**config.mk**
```make
export PLATFORM = sky130hd
export DESIGN_NAME = axi_lite_to_reg_xbar
export DESIGN_NICKNAME = d
export VERILOG_FILES = /design/src/rtl/axi_lite_to_reg_xbar_pkg.sv /design/src/rtl/axi_lite_to_reg_xbar_timeout_cnt.sv /design/src/rtl/axi_lite_to_reg_xbar.sv
export SDC_FILE = /design/constraint.sdc
export NUM_CORES = 1
export LEC_CHECK = 0
export ABC_AREA = 0
export ABC_CLOCK_PERIOD_IN_PS = 6300
export BUFFER_PORTS_ARGS = -buffer_cell sky130_fd_sc_hd__buf_4
export CAP_MARGIN = 20
export CORE_AREA = 3 3 266 268
export CTS_BUF_LIST = sky130_fd_sc_hd__clkbuf_8
export CTS_CLUSTER_DIAMETER = 50
export CTS_CLUSTER_SIZE = 12
export DETAILED_ROUTE_END_ITERATION = 8
export DIE_AREA = 0 0 269 271
export GPL_TIMING_DRIVEN = 1
export PLACE_DENSITY_LB_ADDON = 0.05
export SLEW_MARGIN = 15
export SYNTH_ARGS = -nofsm -noshare
export SYNTH_HDL_FRONTEND = slang
export SYNTH_SLANG_ARGS = --single-unit
```
**constraint.sdc**
```tcl
create_clock -name clk_i -period 6.3 [get_ports clk_i]
set_input_delay 1.26 -clock clk_i [delete_from_list [all_inputs] [get_ports clk_i]]
set_output_delay 1.26 -clock clk_i [all_outputs]
set_load 0.005 [all_outputs]
```
**src/rtl/axi_lite_to_reg_xbar_pkg.sv**
```systemverilog
// Shared types for the AXI-Lite to regbus crossbar.
// FSM state enum, AXI response codes, a48_d32 bus structs.
package axi_lite_to_reg_xbar_pkg;

    typedef enum logic [1:0] {
        IDLE,
        ACCESS,
        WRESP,
        RRESP
    } xbar_state_e;

    localparam logic [1:0] RESP_OKAY   = 2'b00;
    localparam logic [1:0] RESP_SLVERR = 2'b10;
    localparam logic [1:0] RESP_DECERR = 2'b11;

    typedef struct packed {
        logic [47:0] aw_addr;
        logic        aw_valid;
        logic [31:0] w_data;
        logic [3:0]  w_strb;
        logic        w_valid;
        logic        b_ready;
        logic [47:0] ar_addr;
        logic        ar_valid;
        logic        r_ready;
    } a48_d32_req_t;

    typedef struct packed {
        logic        aw_ready;
        logic        w_ready;
        logic [1:0]  b_resp;
        logic        b_valid;
        logic        ar_ready;
        logic [31:0] r_data;
        logic [1:0]  r_resp;
        logic        r_valid;
    } a48_d32_rsp_t;

    typedef struct packed {
        logic [47:0] addr;
        logic        write;
        logic [31:0] wdata;
        logic [3:0]  wstrb;
        logic        valid;
    } reg_a48_d32_req_t;

    typedef struct packed {
        logic [31:0] rdata;
        logic        error;
        logic        ready;
    } reg_a48_d32_rsp_t;

endpackage

```
**src/rtl/axi_lite_to_reg_xbar_timeout_cnt.sv**
```systemverilog
// Per-access watchdog: clr restarts, en counts idle ACCESS cycles.
// Ports: clk_i, rst_i, clr_i, en_i, expire_o (TimeoutCycles==0 => never).
module reg_xbar_timeout_cnt #(
    parameter int unsigned TimeoutCycles = 256
) (
    input  logic clk_i,
    input  logic rst_i,
    input  logic clr_i,
    input  logic en_i,
    output logic expire_o
);

    localparam int unsigned CW =
        (TimeoutCycles > 0) ? $clog2(TimeoutCycles + 1) : 1;
    localparam logic [CW-1:0] Last =
        CW'((TimeoutCycles == 0) ? 0 : TimeoutCycles - 1);
    localparam bit Enabled = (TimeoutCycles != 0);

    logic [CW-1:0] cnt_q;
    logic          at_last;

    assign at_last  = (cnt_q == Last);
    // Expires in the cycle whose missing ready would make TimeoutCycles.
    assign expire_o = Enabled && en_i && at_last;

    always_ff @(posedge clk_i or posedge rst_i) begin
        if (rst_i) begin
            cnt_q <= '0;
        end else if (clr_i) begin
            cnt_q <= '0;
        end else if (en_i && !at_last) begin
            cnt_q <= cnt_q + 1'b1;
        end
    end

endmodule

```
**src/rtl/axi_lite_to_reg_xbar.sv**
```systemverilog
// AXI-Lite slave decoded onto NumChannels regbus masters, one at a time.
// Ports: clk_i, rst_i, axi_lite_req_i/rsp_o, reg_req_o/rsp_i[], busy_o, timeout_o, err_count_o.
module axi_lite_to_reg_xbar
    import axi_lite_to_reg_xbar_pkg::*;
#(
    parameter int unsigned          AddrWidth     = 48,
    parameter int unsigned          DataWidth     = 32,
    parameter int unsigned          NumChannels   = 4,
    parameter logic [AddrWidth-1:0] BaseAddr      = '0,
    parameter logic [AddrWidth-1:0] WindowSize    = 'h1000,
    parameter int unsigned          TimeoutCycles = 256,
    parameter int unsigned          CntWidth      = 16,
    parameter type axi_lite_req_t = a48_d32_req_t,
    parameter type axi_lite_rsp_t = a48_d32_rsp_t,
    parameter type reg_req_t      = reg_a48_d32_req_t,
    parameter type reg_rsp_t      = reg_a48_d32_rsp_t
) (
    input  logic                clk_i,
    input  logic                rst_i,
    input  axi_lite_req_t       axi_lite_req_i,
    output axi_lite_rsp_t       axi_lite_rsp_o,
    output reg_req_t            reg_req_o [NumChannels],
    input  reg_rsp_t            reg_rsp_i [NumChannels],
    output logic                busy_o,
    output logic                timeout_o,
    output logic [CntWidth-1:0] err_count_o
);

    localparam int unsigned StrbWidth = DataWidth / 8;
    localparam int unsigned IdxW =
        (NumChannels > 1) ? $clog2(NumChannels) : 1;
    localparam int unsigned WinBits = $clog2(WindowSize);
    localparam int unsigned AW1 = AddrWidth + 1;
    localparam logic [AddrWidth:0] Span =
        AW1'(NumChannels) * AW1'(WindowSize);

    if ((WindowSize == 0) || ((WindowSize & (WindowSize - 1)) != 0)) begin : g_chk_win
        $error("WindowSize must be a power of two");
    end
    if ((NumChannels < 1) || (NumChannels > 16)) begin : g_chk_nch
        $error("NumChannels must be in 1..16");
    end
    if ((DataWidth != 32) && (DataWidth != 64)) begin : g_chk_dw
        $error("DataWidth must be 32 or 64");
    end

    xbar_state_e          state_q, state_d;
    logic [AddrWidth-1:0] addr_q, addr_d;
    logic [DataWidth-1:0] wdata_q, wdata_d;
    logic [StrbWidth-1:0] wstrb_q, wstrb_d;
    logic                 write_q, write_d;
    logic [IdxW-1:0]      idx_q, idx_d;
    logic [1:0]           resp_q, resp_d;
    logic [DataWidth-1:0] rdata_q, rdata_d;
    logic                 prio_w_q, prio_w_d;
    logic [CntWidth-1:0]  err_q, err_d;

    logic                 wr_elig, rd_elig;
    logic                 grant_w, grant_r;
    logic [AddrWidth-1:0] req_addr, off;
    logic                 hit;
    logic                 sel_ready, sel_err;
    logic [DataWidth-1:0] sel_rdata;
    logic                 cnt_clr, cnt_en, cnt_expire;

    assign wr_elig  = axi_lite_req_i.aw_valid && axi_lite_req_i.w_valid;
    assign rd_elig  = axi_lite_req_i.ar_valid;
    assign grant_w  = (state_q == IDLE) && wr_elig && (!rd_elig || prio_w_q);
    assign grant_r  = (state_q == IDLE) && rd_elig && !grant_w;
    assign req_addr = grant_w ? axi_lite_req_i.aw_addr : axi_lite_req_i.ar_addr;
    assign off      = req_addr - BaseAddr;
    assign hit      = (req_addr >= BaseAddr) && ({1'b0, off} < Span);

    always_comb begin
        sel_ready = 1'b0;
        sel_err   = 1'b0;
        sel_rdata = '0;
        for (int i = 0; i < NumChannels; i++) begin
            if (idx_q == IdxW'(i)) begin
                sel_ready = reg_rsp_i[i].ready;
                sel_err   = reg_rsp_i[i].error;
                sel_rdata = reg_rsp_i[i].rdata;
            end
        end
    end

    assign cnt_clr = grant_w || grant_r;
    assign cnt_en  = (state_q == ACCESS) && !sel_ready;

    reg_xbar_timeout_cnt #(
        .TimeoutCycles(TimeoutCycles)
    ) u_wdog (
        .clk_i   (clk_i),
        .rst_i   (rst_i),
        .clr_i   (cnt_clr),
        .en_i    (cnt_en),
        .expire_o(cnt_expire)
    );

    always_comb begin
        for (int i = 0; i < NumChannels; i++) begin
            reg_req_o[i] = '0;
            if ((state_q == ACCESS) && (idx_q == IdxW'(i))) begin
                reg_req_o[i].addr  = addr_q;
                reg_req_o[i].write = write_q;
                reg_req_o[i].wdata = wdata_q;
                reg_req_o[i].wstrb = wstrb_q;
                reg_req_o[i].valid = 1'b1;
            end
        end
    end

    always_comb begin
        state_d        = state_q;
        addr_d         = addr_q;
        wdata_d        = wdata_q;
        wstrb_d        = wstrb_q;
        write_d        = write_q;
        idx_d          = idx_q;
        resp_d         = resp_q;
        rdata_d        = rdata_q;
        prio_w_d       = prio_w_q;
        err_d          = err_q;
        timeout_o      = 1'b0;
        axi_lite_rsp_o = '0;
        axi_lite_rsp_o.b_resp  = resp_q;
        axi_lite_rsp_o.r_resp  = resp_q;
        axi_lite_rsp_o.r_data  = rdata_q;
        unique case (state_q)
            IDLE: begin
                if (grant_w || grant_r) begin
                    axi_lite_rsp_o.aw_ready = grant_w;
                    axi_lite_rsp_o.w_ready  = grant_w;
                    axi_lite_rsp_o.ar_ready = grant_r;
                    addr_d   = req_addr;
                    write_d  = grant_w;
                    wdata_d  = grant_w ? axi_lite_req_i.w_data : '0;
                    wstrb_d  = grant_w ? axi_lite_req_i.w_strb : '0;
                    idx_d    = IdxW'(off >> WinBits);
                    prio_w_d = !prio_w_q;
                    if (hit) begin
                        state_d = ACCESS;
                    end else begin
                        // Decode miss answers directly, no regbus cycle.
                        resp_d  = RESP_DECERR;
                        rdata_d = '0;
                        state_d = grant_w ? WRESP : RRESP;
                    end
                end
            end
            ACCESS: begin
                if (sel_ready) begin
                    rdata_d = sel_rdata;
                    resp_d  = sel_err ? RESP_SLVERR : RESP_OKAY;
                    state_d = write_q ? WRESP : RRESP;
                end else if (cnt_expire) begin
                    timeout_o = 1'b1;
                    resp_d    = RESP_SLVERR;
                    rdata_d   = '0;
                    state_d   = write_q ? WRESP : RRESP;
                end
            end
            WRESP: begin
                axi_lite_rsp_o.b_valid = 1'b1;
                if (axi_lite_req_i.b_ready) begin
                    if ((resp_q != RESP_OKAY) && (err_q != '1)) begin
                        err_d = err_q + 1'b1;
                    end
                    state_d = IDLE;
                end
            end
            RRESP: begin
                axi_lite_rsp_o.r_valid = 1'b1;
                if (axi_lite_req_i.r_ready) begin
                    if ((resp_q != RESP_OKAY) && (err_q != '1)) begin
                        err_d = err_q + 1'b1;
                    end
                    state_d = IDLE;
                end
            end
            default: state_d = IDLE;
        endcase
    end

    always_ff @(posedge clk_i or posedge rst_i) begin
        if (rst_i) begin
            state_q  <= IDLE;
            addr_q   <= '0;
            wdata_q  <= '0;
            wstrb_q  <= '0;
            write_q  <= 1'b0;
            idx_q    <= '0;
            resp_q   <= RESP_OKAY;
            rdata_q  <= '0;
            prio_w_q <= 1'b1;
            err_q    <= '0;
        end else begin
            state_q  <= state_d;
            addr_q   <= addr_d;
            wdata_q  <= wdata_d;
            wstrb_q  <= wstrb_d;
            write_q  <= write_d;
            idx_q    <= idx_d;
            resp_q   <= resp_d;
            rdata_q  <= rdata_d;
            prio_w_q <= prio_w_d;
            err_q    <= err_d;
        end
    end

    assign busy_o      = (state_q != IDLE);
    assign err_count_o = err_q;

endmodule

```
==> run summary <==
## Run status
• outcome: completed

## Synth
• portion of the post-synthesis area used by sequential elements: 39.1%
• Main synth FF type: sky130_fd_sc_hd__dfrtp_1
• count of flip-flops with a built-in enable after synthesis: 0
• synth unique cells: 44
• register bit count reported by yosys: 147
• Synth async-reset ratio: 100%
• number of instances in the synthesized netlist: 1,084
• warnings from Yosys: 0
• netlist area before placement: 9420 um2
• Synth Area per Inst: 8.69 um2

## Route
• residual antenna-violating net count after detailed routing: 0
• post-DR vias/cell: 3.82
• final routed wire length divided by cell count: 21.9 um
• detailed-route wire length: 58,200 um
• via count: 10,100
• number of violations reported at the end of detailed-routing iteration 0: 464
• drt pass-1 iters: 4
• number of design rule violations left after detail routing: 0

## STA
• Setup Total Neg Slack: 0 ps
• measured slew at the worst slew-check pin: 960 ps
• min cycle time layout: 4370 ps
• Final setup violation count: 0
• setup repair after global routing missed its margin: no
• clock tree skew after final layout: 19.7 ps
• Slew headroom: 36.0%
• final slew viol count: 0
• Final period util: 69.3%
• Max Freq: 229 MHz
• final number of hold-violating endpoints: 0

## Setup path
• Critical Path Sink Type: output pin
• maximum fanout count along the critical path: 46
• required time at the endpoint of the critical path: 5040 ps
• Critical Setup Path Class: flip-flop to output pin
• critical path arrival: 3110 ps
• kind of start point of the critical path: flip-flop

## Floorplan
• Top-Level Pins: 678
• Die Width: 269 um
• placement row count: 96
• overall die area: 72,900 um2
• effective utilization at floorplan: 13.7%
• placeable core area: 68,600 um2
• Die Height: 271 um

## Clock network
• Resize count post-CTS: 0
• CTS root buffer: sky130_fd_sc_hd__clkbuf_8
• clock insertion delay at the later pin of the skew report: 550 ps
• Post CTS Setup Buffer Count: 0
• hold-fix buffers at CTS: 0
• CTS Buf Count: 17
• clock transition at the register clock pins on the worst setup and hold paths after CTS: 90 ps
• maximum clock insertion buffer count: 2
• TritonCTS clock tree: built
• number of sinks driven by the clock tree: 147
• H-Tree Level Count: 4

## Power
• Static Leakage: 0.00785 uW
• combinational cell fraction of total power: 47.2%
• net switching power of the design: 2200 uW
• Sw Share: 41.9%
• largest vdd supply drop: 0.000125 V
• power per standard cell area: 329 nW/um2
• part of the power in the clock network: 16.8%
• internal power of the cells: 3050 uW
• Total Power Consumption: 5250 uW
• share of power burned in registers: 36.0%

## Global route
• maximum number of pins on one net before global-route repair: 82
• first-pass GRT wire length: 81,100 um
• Remaining Overflow, GRT: 0
• number of antenna violations at the first check in global routing: 9
• vias in the first global route: 10,600
• total global-route track usage: 15.6%

## Layout
• layout cell share with drive strength beyond 1: 44.8%
• layout net count: 1,987
• share of the core filled with cells in the final layout: 23.3%
• area overhead of the layout relative to synthesis: 69.3%

## Placement
• post-detail-place hpwl: 46,300 um
• routability-driven placement congestion ratio: 0.897
• count of input and output buffers: 673

## Run
• max capacitance violation total: 0

## Min path
• path category of the worst min-delay check: flip-flop to flip-flop

[per-layer routing]
layer	vias up	global-route usage, %	wire [um]	share of wire (%)
met4	6	4.20	858	1.5
li1	4830	-	-	-
met1	4932	17.8	22600	39
met3	47	4.02	3760	6.5
met2	331	28.6	30900	53
met5	-	0	26	0.045
[sequential cells by signal (all words and copies together) (netlist names)]
name,count
rdata_q,32
resp_q,2
addr_q,48
prio_w_q,1
wstrb_q,4
state_q,2
u_wdog.cnt_q,9
wdata_q,32
write_q,1
err_count_o,16
[worst max-delay path, cell delays in order, from the launching register on]
cell,delay (ps)
sky130_fd_sc_hd__dfrtp_2,360
sky130_fd_sc_hd__buf_4,490
sky130_fd_sc_hd__and3_2,930
sky130_fd_sc_hd__buf_4,460
sky130_fd_sc_hd__and2_1,190
sky130_fd_sc_hd__buf_4,120
[power groups by stage]
stage	Clock, uW	Combinational, uW	Sequential, uW
floorplan	0	1330	1640
global placement	0	2560	1950
detailed placement	0	2560	1940
CTS	937	2570	1930
global route	970	2750	1990
finish	881	2480	1890
[path summary, 6_finish.rpt]
kind                                          endpoint  cells after the start                         from  slack [ps]
setup / recovery                          reg_req_o[5]                      5       addr_q[13]$_DFFE_PP0P_        1930
hold / removal             err_count_o[11]$_DFFE_PP0P_                      1  err_count_o[11]$_DFFE_PP0P_         500
setup reg to reg           u_wdog.cnt_q[7]$_DFFE_PP0P_                      6       addr_q[12]$_DFFE_PP0P_        3250
hold reg to reg            err_count_o[11]$_DFFE_PP0P_                      1  err_count_o[11]$_DFFE_PP0P_         500
max in group asynchronous       addr_q[13]$_DFFE_PP0P_                      3                        rst_i        4160
min in group asynchronous       rdata_q[9]$_DFFE_PP0P_                      2                        rst_i         850
[through the flow]
| stage | setup WS (ps) | cell area (um2) | hold WS [ps] | instances |
|---|---|---|---|---|
| after floorplan | 1090 | 9430 | 467 | 1087 |
| after global placement | 2090 | 15500 | 488 | 2620 |
| after detailed placement | 2110 | 15500 | 486 | 2621 |
| after CTS | 1690 | 15900 | 502 | 2653 |
| after global routing | 1520 | 15900 | 518 | 2656 |
| final | 1930 | 15900 | 500 | 2658 |
[area by class of cell]
class                   count  area [um2]
clock buffers              23         317
multi-input cells         810        5270
fillers                  7595       52600
inverters                  40         156
diodes                      5        12.5
clock inverters             9         128
flip-flops and latches    147        3680
repair buffers            693        5220
well taps                 931        1160
[synth_stat cells (4+ instances only)]
cell	instances	area, um2
sky130_fd_sc_hd__a22o_1	36	315
sky130_fd_sc_hd__nand2_1	146	548
sky130_fd_sc_hd__o21ai_0	39	195
sky130_fd_sc_hd__nand3_1	10	50.1
sky130_fd_sc_hd__mux4_2	34	766
sky130_fd_sc_hd__buf_4	7	52.6
sky130_fd_sc_hd__a31oi_1	48	300
sky130_fd_sc_hd__nor2_1	71	267
sky130_fd_sc_hd__inv_1	39	146
sky130_fd_sc_hd__and3_1	5	31.3
sky130_fd_sc_hd__xnor2_1	10	87.6
sky130_fd_sc_hd__buf_2	4	20.0
sky130_fd_sc_hd__buf_1	4	15.0
sky130_fd_sc_hd__xor2_1	10	87.6
sky130_fd_sc_hd__and2_1	335	2100
sky130_fd_sc_hd__dfrtp_1	146	3650
sky130_fd_sc_hd__clkbuf_1	74	278
sky130_fd_sc_hd__a21oi_1	4	20.0
sky130_fd_sc_hd__nand4_1	7	43.8
sky130_fd_sc_hd__nor4_1	20	125
[logic make-up (layout without fill, tap and decap cells)]
group	count (synthesis)	in the layout	synth area share, %
multiplexers	38	38	8.57
flip-flops	147	147	39.1
buffers and inverters	130	765	5.59
XOR/XNOR	20	20	1.86
other	1	9	0.0398
AND/OR/NAND/NOR	609	609	34.9
adder cells (fa/ha/maj)	3	3	0.399
AO/OA/AOI/OAI	136	136	9.62
[cell usage in the layout (no fill, tap or decap), types with 2 or more instances in the layout]
cell type / synthesis / layout
sky130_fd_sc_hd__and3_1: 5 / 4
sky130_fd_sc_hd__dfrtp_1: 146 / 144
sky130_fd_sc_hd__a21oi_1: 4 / 4
sky130_fd_sc_hd__buf_4: 7 / 692
sky130_fd_sc_hd__xor2_1: 10 / 10
sky130_fd_sc_hd__a22o_1: 36 / 36
sky130_fd_sc_hd__mux2i_1: 3 / 3
sky130_fd_sc_hd__nor2_4: 0 / 2
sky130_fd_sc_hd__dfrtp_2: 0 / 2
sky130_fd_sc_hd__nor2_1: 71 / 69
sky130_fd_sc_hd__inv_1: 39 / 41
sky130_fd_sc_hd__and4_1: 2 / 2
sky130_fd_sc_hd__o21ai_0: 39 / 39
sky130_fd_sc_hd__clkbuf_8: 0 / 23
sky130_fd_sc_hd__mux4_2: 34 / 34
sky130_fd_sc_hd__ha_1: 3 / 3
sky130_fd_sc_hd__nor4_1: 20 / 19
sky130_fd_sc_hd__nand4_1: 7 / 7
sky130_fd_sc_hd__conb_1: 1 / 4
sky130_fd_sc_hd__xnor2_1: 10 / 10
sky130_fd_sc_hd__nand2_1: 146 / 146
sky130_fd_sc_hd__nand2b_1: 3 / 2
sky130_fd_sc_hd__and2_1: 335 / 335
sky130_fd_sc_hd__nor3_1: 3 / 2
sky130_fd_sc_hd__nand3_1: 10 / 10
sky130_fd_sc_hd__diode_2: 0 / 5
sky130_fd_sc_hd__or3_1: 2 / 2
sky130_fd_sc_hd__a31oi_1: 48 / 48
sky130_fd_sc_hd__clkinv_4: 0 / 3
sky130_fd_sc_hd__bufinv_16: 0 / 3
Power figures use the tool's default switching activity.
